## src/rtl/alu_arbiter.sv

```systemverilog
// ---------------------------------------------------------------------------
// alu_arbiter
//
// Shares one registered ALU between NUM_REQ requesters. A winner is chosen
// while idle, its operands and control code are registered onto the ALU bus,
// the block waits out the ALU pipeline latency, then presents the captured
// result, zero flag and winner index on a valid/ready response channel.
// Only one operation is ever in flight.
//
// Parameters
//   NUM_REQ      number of requesters (2..8)
//   WIDTH        operand / result width
//   ALU_LATENCY  cycles from operands on the ALU bus to a valid alu_result (1..7)
//
// Ports
//   clk, rst                  rising-edge clock, async active-high reset
//   req_valid[NUM_REQ]        per-requester request valid
//   req_ready[NUM_REQ]        per-requester accept (one-hot or zero, idle only)
//   req_a / req_b             packed operands, requester i at [i*WIDTH +: WIDTH]
//   req_ctrl                  packed 4-bit ALU control codes, requester i at [i*4 +: 4]
//   alu_operand_a/b, alu_ctrl registered drive to the shared ALU
//   alu_result, alu_zero      ALU outputs, sampled at the end of the wait
//   rsp_valid / rsp_ready     response handshake
//   rsp_result, rsp_zero      captured ALU outputs
//   rsp_id                    index of the requester owning the response
//   busy                      high whenever an operation is in flight
//
// Build option
//   ALU_ARB_FIXED_PRIO_EN     when defined, the lowest-index valid requester
//                             always wins and no round-robin pointer exists.
//                             Undefined (default): round-robin arbitration.
// ---------------------------------------------------------------------------
module alu_arbiter #(
   parameter int NUM_REQ     = 4,
   parameter int WIDTH       = 32,
   parameter int ALU_LATENCY = 1
) (
   input  logic                       clk,
   input  logic                       rst,
   input  logic [NUM_REQ-1:0]         req_valid,
   output logic [NUM_REQ-1:0]         req_ready,
   input  logic [NUM_REQ*WIDTH-1:0]   req_a,
   input  logic [NUM_REQ*WIDTH-1:0]   req_b,
   input  logic [NUM_REQ*4-1:0]       req_ctrl,
   output logic [WIDTH-1:0]           alu_operand_a,
   output logic [WIDTH-1:0]           alu_operand_b,
   output logic [3:0]                 alu_ctrl,
   input  logic [WIDTH-1:0]           alu_result,
   input  logic                       alu_zero,
   output logic                       rsp_valid,
   input  logic                       rsp_ready,
   output logic [WIDTH-1:0]           rsp_result,
   output logic                       rsp_zero,
   output logic [$clog2(NUM_REQ)-1:0] rsp_id,
   output logic                       busy
);

   localparam int IDW  = $clog2(NUM_REQ);
   localparam int CNTW = $clog2(ALU_LATENCY + 1);

   localparam logic [1:0] S_IDLE  = 2'd0;
   localparam logic [1:0] S_ISSUE = 2'd1;
   localparam logic [1:0] S_WAIT  = 2'd2;
   localparam logic [1:0] S_RESP  = 2'd3;

   logic [1:0]       r_state;
   logic [CNTW-1:0]  r_count;
   logic [WIDTH-1:0] r_opA;
   logic [WIDTH-1:0] r_opB;
   logic [3:0]       r_ctrl;
   logic [IDW-1:0]   r_id;
   logic [WIDTH-1:0] r_rspResult;
   logic             r_rspZero;

   logic             w_grantValid;
   logic [IDW-1:0]   w_grantIdx;
   logic             w_accept;
   logic             w_lastWait;
   logic [WIDTH-1:0] w_selA;
   logic [WIDTH-1:0] w_selB;
   logic [3:0]       w_selCtrl;
   logic [NUM_REQ-1:0] w_reqReady;

`ifdef ALU_ARB_FIXED_PRIO_EN
   // Fixed priority: scanning from the top down lets the lowest valid index
   // overwrite any higher one, so the lowest index wins.
   always_comb begin
      w_grantValid = 1'b0;
      w_grantIdx   = '0;
      for (int i = NUM_REQ - 1; i >= 0; i--) begin
         if (req_valid[i]) begin
            w_grantValid = 1'b1;
            w_grantIdx   = IDW'(i);
         end
      end
   end
`else
   logic [IDW-1:0] r_rrPtr;

   // Round-robin: walk the requesters starting at the pointer and wrapping.
   // The walk runs from the furthest offset back to offset zero so the
   // nearest valid requester at or after the pointer is the one left standing.
   always_comb begin
      int idx;
      idx          = 0;
      w_grantValid = 1'b0;
      w_grantIdx   = '0;
      for (int k = NUM_REQ - 1; k >= 0; k--) begin
         idx = int'(r_rrPtr) + k;
         if (idx >= NUM_REQ) begin
            idx = idx - NUM_REQ;
         end
         if (req_valid[IDW'(idx)]) begin
            w_grantValid = 1'b1;
            w_grantIdx   = IDW'(idx);
         end
      end
   end

   // The pointer moves just past the winner on every accept so the winner
   // gets lowest priority in the next arbitration.
   always_ff @(posedge clk or posedge rst) begin
      if (rst) begin
         r_rrPtr <= '0;
      end else if (w_accept) begin
         if (w_grantIdx == IDW'(NUM_REQ - 1)) begin
            r_rrPtr <= '0;
         end else begin
            r_rrPtr <= w_grantIdx + IDW'(1);
         end
      end
   end
`endif

   // A request is only ever taken while idle, which keeps exactly one
   // operation in flight and keeps the response and next accept apart.
   assign w_accept   = (r_state == S_IDLE) && w_grantValid;
   assign w_lastWait = (r_state == S_WAIT) && (r_count == CNTW'(1));

   // Pick the winner's operand slices; the loop keeps every slice index
   // constant so no variable part-select is needed.
   always_comb begin
      w_selA     = '0;
      w_selB     = '0;
      w_selCtrl  = '0;
      w_reqReady = '0;
      for (int i = 0; i < NUM_REQ; i++) begin
         if (w_grantIdx == IDW'(i)) begin
            w_selA     = req_a[i*WIDTH +: WIDTH];
            w_selB     = req_b[i*WIDTH +: WIDTH];
            w_selCtrl  = req_ctrl[i*4 +: 4];
            w_reqReady[i] = w_accept;
         end
      end
   end

   // Control FSM. The counter is loaded in ISSUE and counts the WAIT cycles
   // down, so the final WAIT cycle is the one where it reads 1.
   always_ff @(posedge clk or posedge rst) begin
      if (rst) begin
         r_state <= S_IDLE;
         r_count <= '0;
      end else begin
         case (r_state)
            S_IDLE: begin
               if (w_accept) begin
                  r_state <= S_ISSUE;
               end
            end
            S_ISSUE: begin
               r_count <= CNTW'(ALU_LATENCY);
               r_state <= S_WAIT;
            end
            S_WAIT: begin
               r_count <= r_count - CNTW'(1);
               if (r_count == CNTW'(1)) begin
                  r_state <= S_RESP;
               end
            end
            S_RESP: begin
               if (rsp_ready) begin
                  r_state <= S_IDLE;
               end
            end
            default: begin
               r_state <= S_IDLE;
               r_count <= '0;
            end
         endcase
      end
   end

   // ALU bus registers only change on an accept, so they hold steady through
   // ISSUE and WAIT and keep their last values afterwards.
   always_ff @(posedge clk or posedge rst) begin
      if (rst) begin
         r_opA  <= '0;
         r_opB  <= '0;
         r_ctrl <= '0;
         r_id   <= '0;
      end else if (w_accept) begin
         r_opA  <= w_selA;
         r_opB  <= w_selB;
         r_ctrl <= w_selCtrl;
         r_id   <= w_grantIdx;
      end
   end

   // The ALU output is sampled on the edge closing the last WAIT cycle and
   // then held until the next operation completes.
   always_ff @(posedge clk or posedge rst) begin
      if (rst) begin
         r_rspResult <= '0;
         r_rspZero   <= 1'b0;
      end else if (w_lastWait) begin
         r_rspResult <= alu_result;
         r_rspZero   <= alu_zero;
      end
   end

   assign req_ready     = w_reqReady;
   assign alu_operand_a = r_opA;
   assign alu_operand_b = r_opB;
   assign alu_ctrl      = r_ctrl;
   assign rsp_valid     = (r_state == S_RESP);
   assign rsp_result    = r_rspResult;
   assign rsp_zero      = r_rspZero;
   assign rsp_id        = r_id;
   assign busy          = (r_state != S_IDLE);

endmodule

```

## config.mk

```make
export PLATFORM = sky130hd
export DESIGN_NAME = alu_arbiter
export DESIGN_NICKNAME = d
export VERILOG_FILES = /design/src/rtl/alu_arbiter.sv
export SDC_FILE = /design/constraint.sdc
export NUM_CORES = 1
export LEC_CHECK = 0
export CAP_MARGIN = 20
export CELL_PAD_IN_SITES_DETAIL_PLACEMENT = 2
export CELL_PAD_IN_SITES_GLOBAL_PLACEMENT = 2
export CORE_ASPECT_RATIO = 1.1
export CORE_MARGIN = 5
export CORE_UTILIZATION = 18
export CTS_CLUSTER_DIAMETER = 200
export CTS_CLUSTER_SIZE = 20
export DETAILED_ROUTE_END_ITERATION = 10
export MAX_ROUTING_LAYER = met4
export PLACE_DENSITY = 0.89
export SYNTH_ARGS = -nofsm -noshare
export SYNTH_HDL_FRONTEND = slang
export SYNTH_SLANG_ARGS = --single-unit
```

## constraint.sdc

```tcl
create_clock -name clk -period 3.7 [get_ports clk]
set_input_delay 1.11 -clock clk [delete_from_list [all_inputs] [get_ports clk]]
set_output_delay 1.11 -clock clk [all_outputs]
set_load 0.05 [all_outputs]
```

==> impl_metrics.toml <==
[critical_path]
crit_start = "req_valid[1]"
cp_max_fo = 3
critical-path-max-stage-delay_ns = 0.28
cp_cell_sequence = "clkdlybuf4s15_2 > a21boi_4 > o32ai_4 > or2_4 > ha_4 > and2_2 > buf_12"
regToRegStartpoint = "r_rrPtr[1]$_DFFE_PP0N_"
critPathCaptureType = "primary output"
cp.required_ns = 2.59
worstSetupStartpointType = "primary input"
worstPathArrival_ns = 2.48
critical_path_class = "in2out"
crit_family = "simple AND/OR/NAND/NOR gates"
crit_buf_inv = 2
crit_slowest_cell = "or2_4"

[final_layout]
instances_no_fill = 1622
nNetsFinal = 1449
drive_gt1_share_pct = 9.52
area_growth_pct = 80.5
final_core_util_pct = 32.7

[drt]
dr_total_vias = 7400
drc = 0
ant_nets = 0
wl_per_cell_um = 21.5
firstDrtPassIters = 4
via_per_inst = 4.56
routed_wl_um = 34900
drt-initial-drc-count = 177

[placement]
place_ws_ns = -0.493
dp_hpwl_um = 27000
dp.cells = 1606
gp_congestion = 0.787
io_buffers = 420

[power_and_ir_drop]
power_mw = 10.6
p_leak_nw = 4.66
ir_drop_mv = 0.358
pwr_density_cell_mw_per_mm2 = 901

[logic_synthesis]
ys_ff_latch = 108
yosysWarnings = 0
netlist_instances = 741
netlist_area_mm2 = 0.00653
synth-edff-count = 0
netlist.area_leader.share_pct = 41.4
ys_seq_area_share_pct = 41.4
synthArstFlopShare_pct = 100
syn_area_per_cell_um2 = 8.81
yosysTopAreaCell = "dfrtp_1"
synth_most_common_cell = "a21oi_1"
syn-num-nets = 1061
ys.flop_type = "dfrtp_1"
yosys.cell_types.count = 30
synthTopCellsByCount = "205 x a21oi_1, 108 x dfrtp_1, 75 x inv_1, 72 x nor2_1"
ys_top_cells_by_area = "dfrtp_1 41%, a21oi_1 16%, a221o_1 10%, nand3b_1 7.8%, mux2_2 5.9%"

[sta]
setup_viol = 0
fin_crit_ns = 3.59
slew_headroom_pct = 53.7
worst_pin_slew_ns = 0.695
setup_ws_ns = 0.113
fmax_mhz = 279
finClkSkew_ns = 0.00939
fin_crit_sh_pct = 97.0
maxSlewViolCount = 0
hold_viol = 0
rsz0062_at_grt = "false"

[floorplanning]
rows = 73
io_pins = 421
die_w_um = 192
die_area_mm2 = 0.0402
initial_core_util_pct = 18.1
core_mm2 = 0.0360
chipHeight_um = 210

[clock_network]
cts_buffer_depth = 2
clk_pin_slew_ns = 0.08
cts_buffers = 9
htreeDepth = 3
numClockSinks = 108
clockRootBuffer = "clkbuf_16"
cts_tree = "built"
clkLatencyLatePin_ns = 0.37

[hold_path]
hp-class = "reg2reg"
hp-start = "rsp_id[0]$_DFFE_PP0N_"

[grt]
antenna_found_initial = 1
gr-usage-met3_pct = 4.56
grtUsageMet1_pct = 18.3
grt_pass1_wl_um = 51800
busiest_layer = "met2"
track_usage_pct = 17.2
grt_overflow = 0
met2_usage_pct = 30.9
grt_max_degree = 85
first_global_vias = 8562

[job]
drv_cap = 0

[status]
outcome = "complete, no violations"
## per-layer routing
metal	routed length (um)	vias to the layer above
li1	-	3417
met1	13300	3669
met2	18300	269
met3	2380	45
met4	919	0
met5	0	-
## per-stage QoR
step | cell area [um^2] | TNS [ns] | hold slack (ns)
final | 11800 | 0 | 0.505
after global placement | 11400 | -22.24 | 0.466
after floorplan | 6540 | -0.161 | 0.517
after global routing | 11800 | 0 | 0.537
after CTS | 11800 | 0 | 0.514
after detailed placement | 11400 | -27.87 | 0.489
## area by class of cell
type	count	area, um^2
flip-flops and latches	108	2700
multi-input cells	486	3330
inverters	75	285
clock buffers	11	253
diodes	1	2.50
clock inverters	5	66.3
repair buffers	449	4540
fillers	4022	24200
well taps	487	609
## registers in the layout (all words and copies together), names as in the netlist, 2 cells and up
signal         count
alu_ctrl           4
alu_operand_a     32
alu_operand_b     32
r_rrPtr            2
r_state            2
rsp_id             2
rsp_result        32
## worst reg2reg max path, delay by kind of cell (launching register included)
| family | cells | cell delay, ns |
|---|---|---|
| compound gates | 3 | 0.80 |
| fa+ha+maj | 1 | 0.15 |
| flops | 1 | 0.57 |
| simple gates | 3 | 0.47 |
| buf+inv | 3 | 0.80 |
## final timing paths
kind / depth (start not counted) / to / slack [ns]
worst min register to register: 2 / rsp_id[0]$_DFFE_PP0N_ / 0.50
worst max-delay path: 7 / req_ready[2] / 0.11
min in group asynchronous: 2 / rsp_result[29]$_DFFE_PP0P_ / 1.17
worst min-delay path: 2 / rsp_id[0]$_DFFE_PP0N_ / 0.50
max in group asynchronous: 3 / alu_operand_b[26]$_DFFE_PP0N_ / 1.84
worst max register to register: 10 / alu_operand_a[0]$_DFFE_PP0N_ / 0.87
## cell usage in the layout (no fill, tap or decap), types with 2 or more instances in the layout
cell and instances:
a21oi_1 205, a221o_1 68, and2_2 2, and2_4 2, buf_12 11, buf_2 2
buf_4 22, clkbuf_16 9, clkbuf_8 2, clkdlybuf4s50_1 412, clkinvlp_4 2, dfrtp_1 108
ha_1 4, ha_4 4, inv_1 74, mux2_2 34, nand2_1 7, nand2b_1 3
nand3b_1 68, nor2_1 70, nor2_2 2, o31ai_1 2, or2_4 2
## kinds of logic after synthesis
group	share of synthesized area, %
muxes	6.19
AOI/OAI and AO/OA	27.8
buffers and inverters	9.60
DFF	41.4
and+or+nand+nor	13.5
adders and majority gates	1.53
## power by group
group	total [mW]	leakage [nW]	switching (mW)	internal, mW
Sequential	2.18	1.24	0.372	1.81
Combinational	7.34	3.27	4.59	2.75
Clock	1.09	0.154	0.521	0.573
## what timing repair did
item,in CTS,in global routing
gates cloned,0,0
hold endpoints to repair,0,0
pin swaps,2,2
setup buffers,0,0
hold buffers,0,0
gates resized for setup,20,8
endpoints found under the setup margin,47,4
Note: power is estimated with default switching activity, not from simulation.
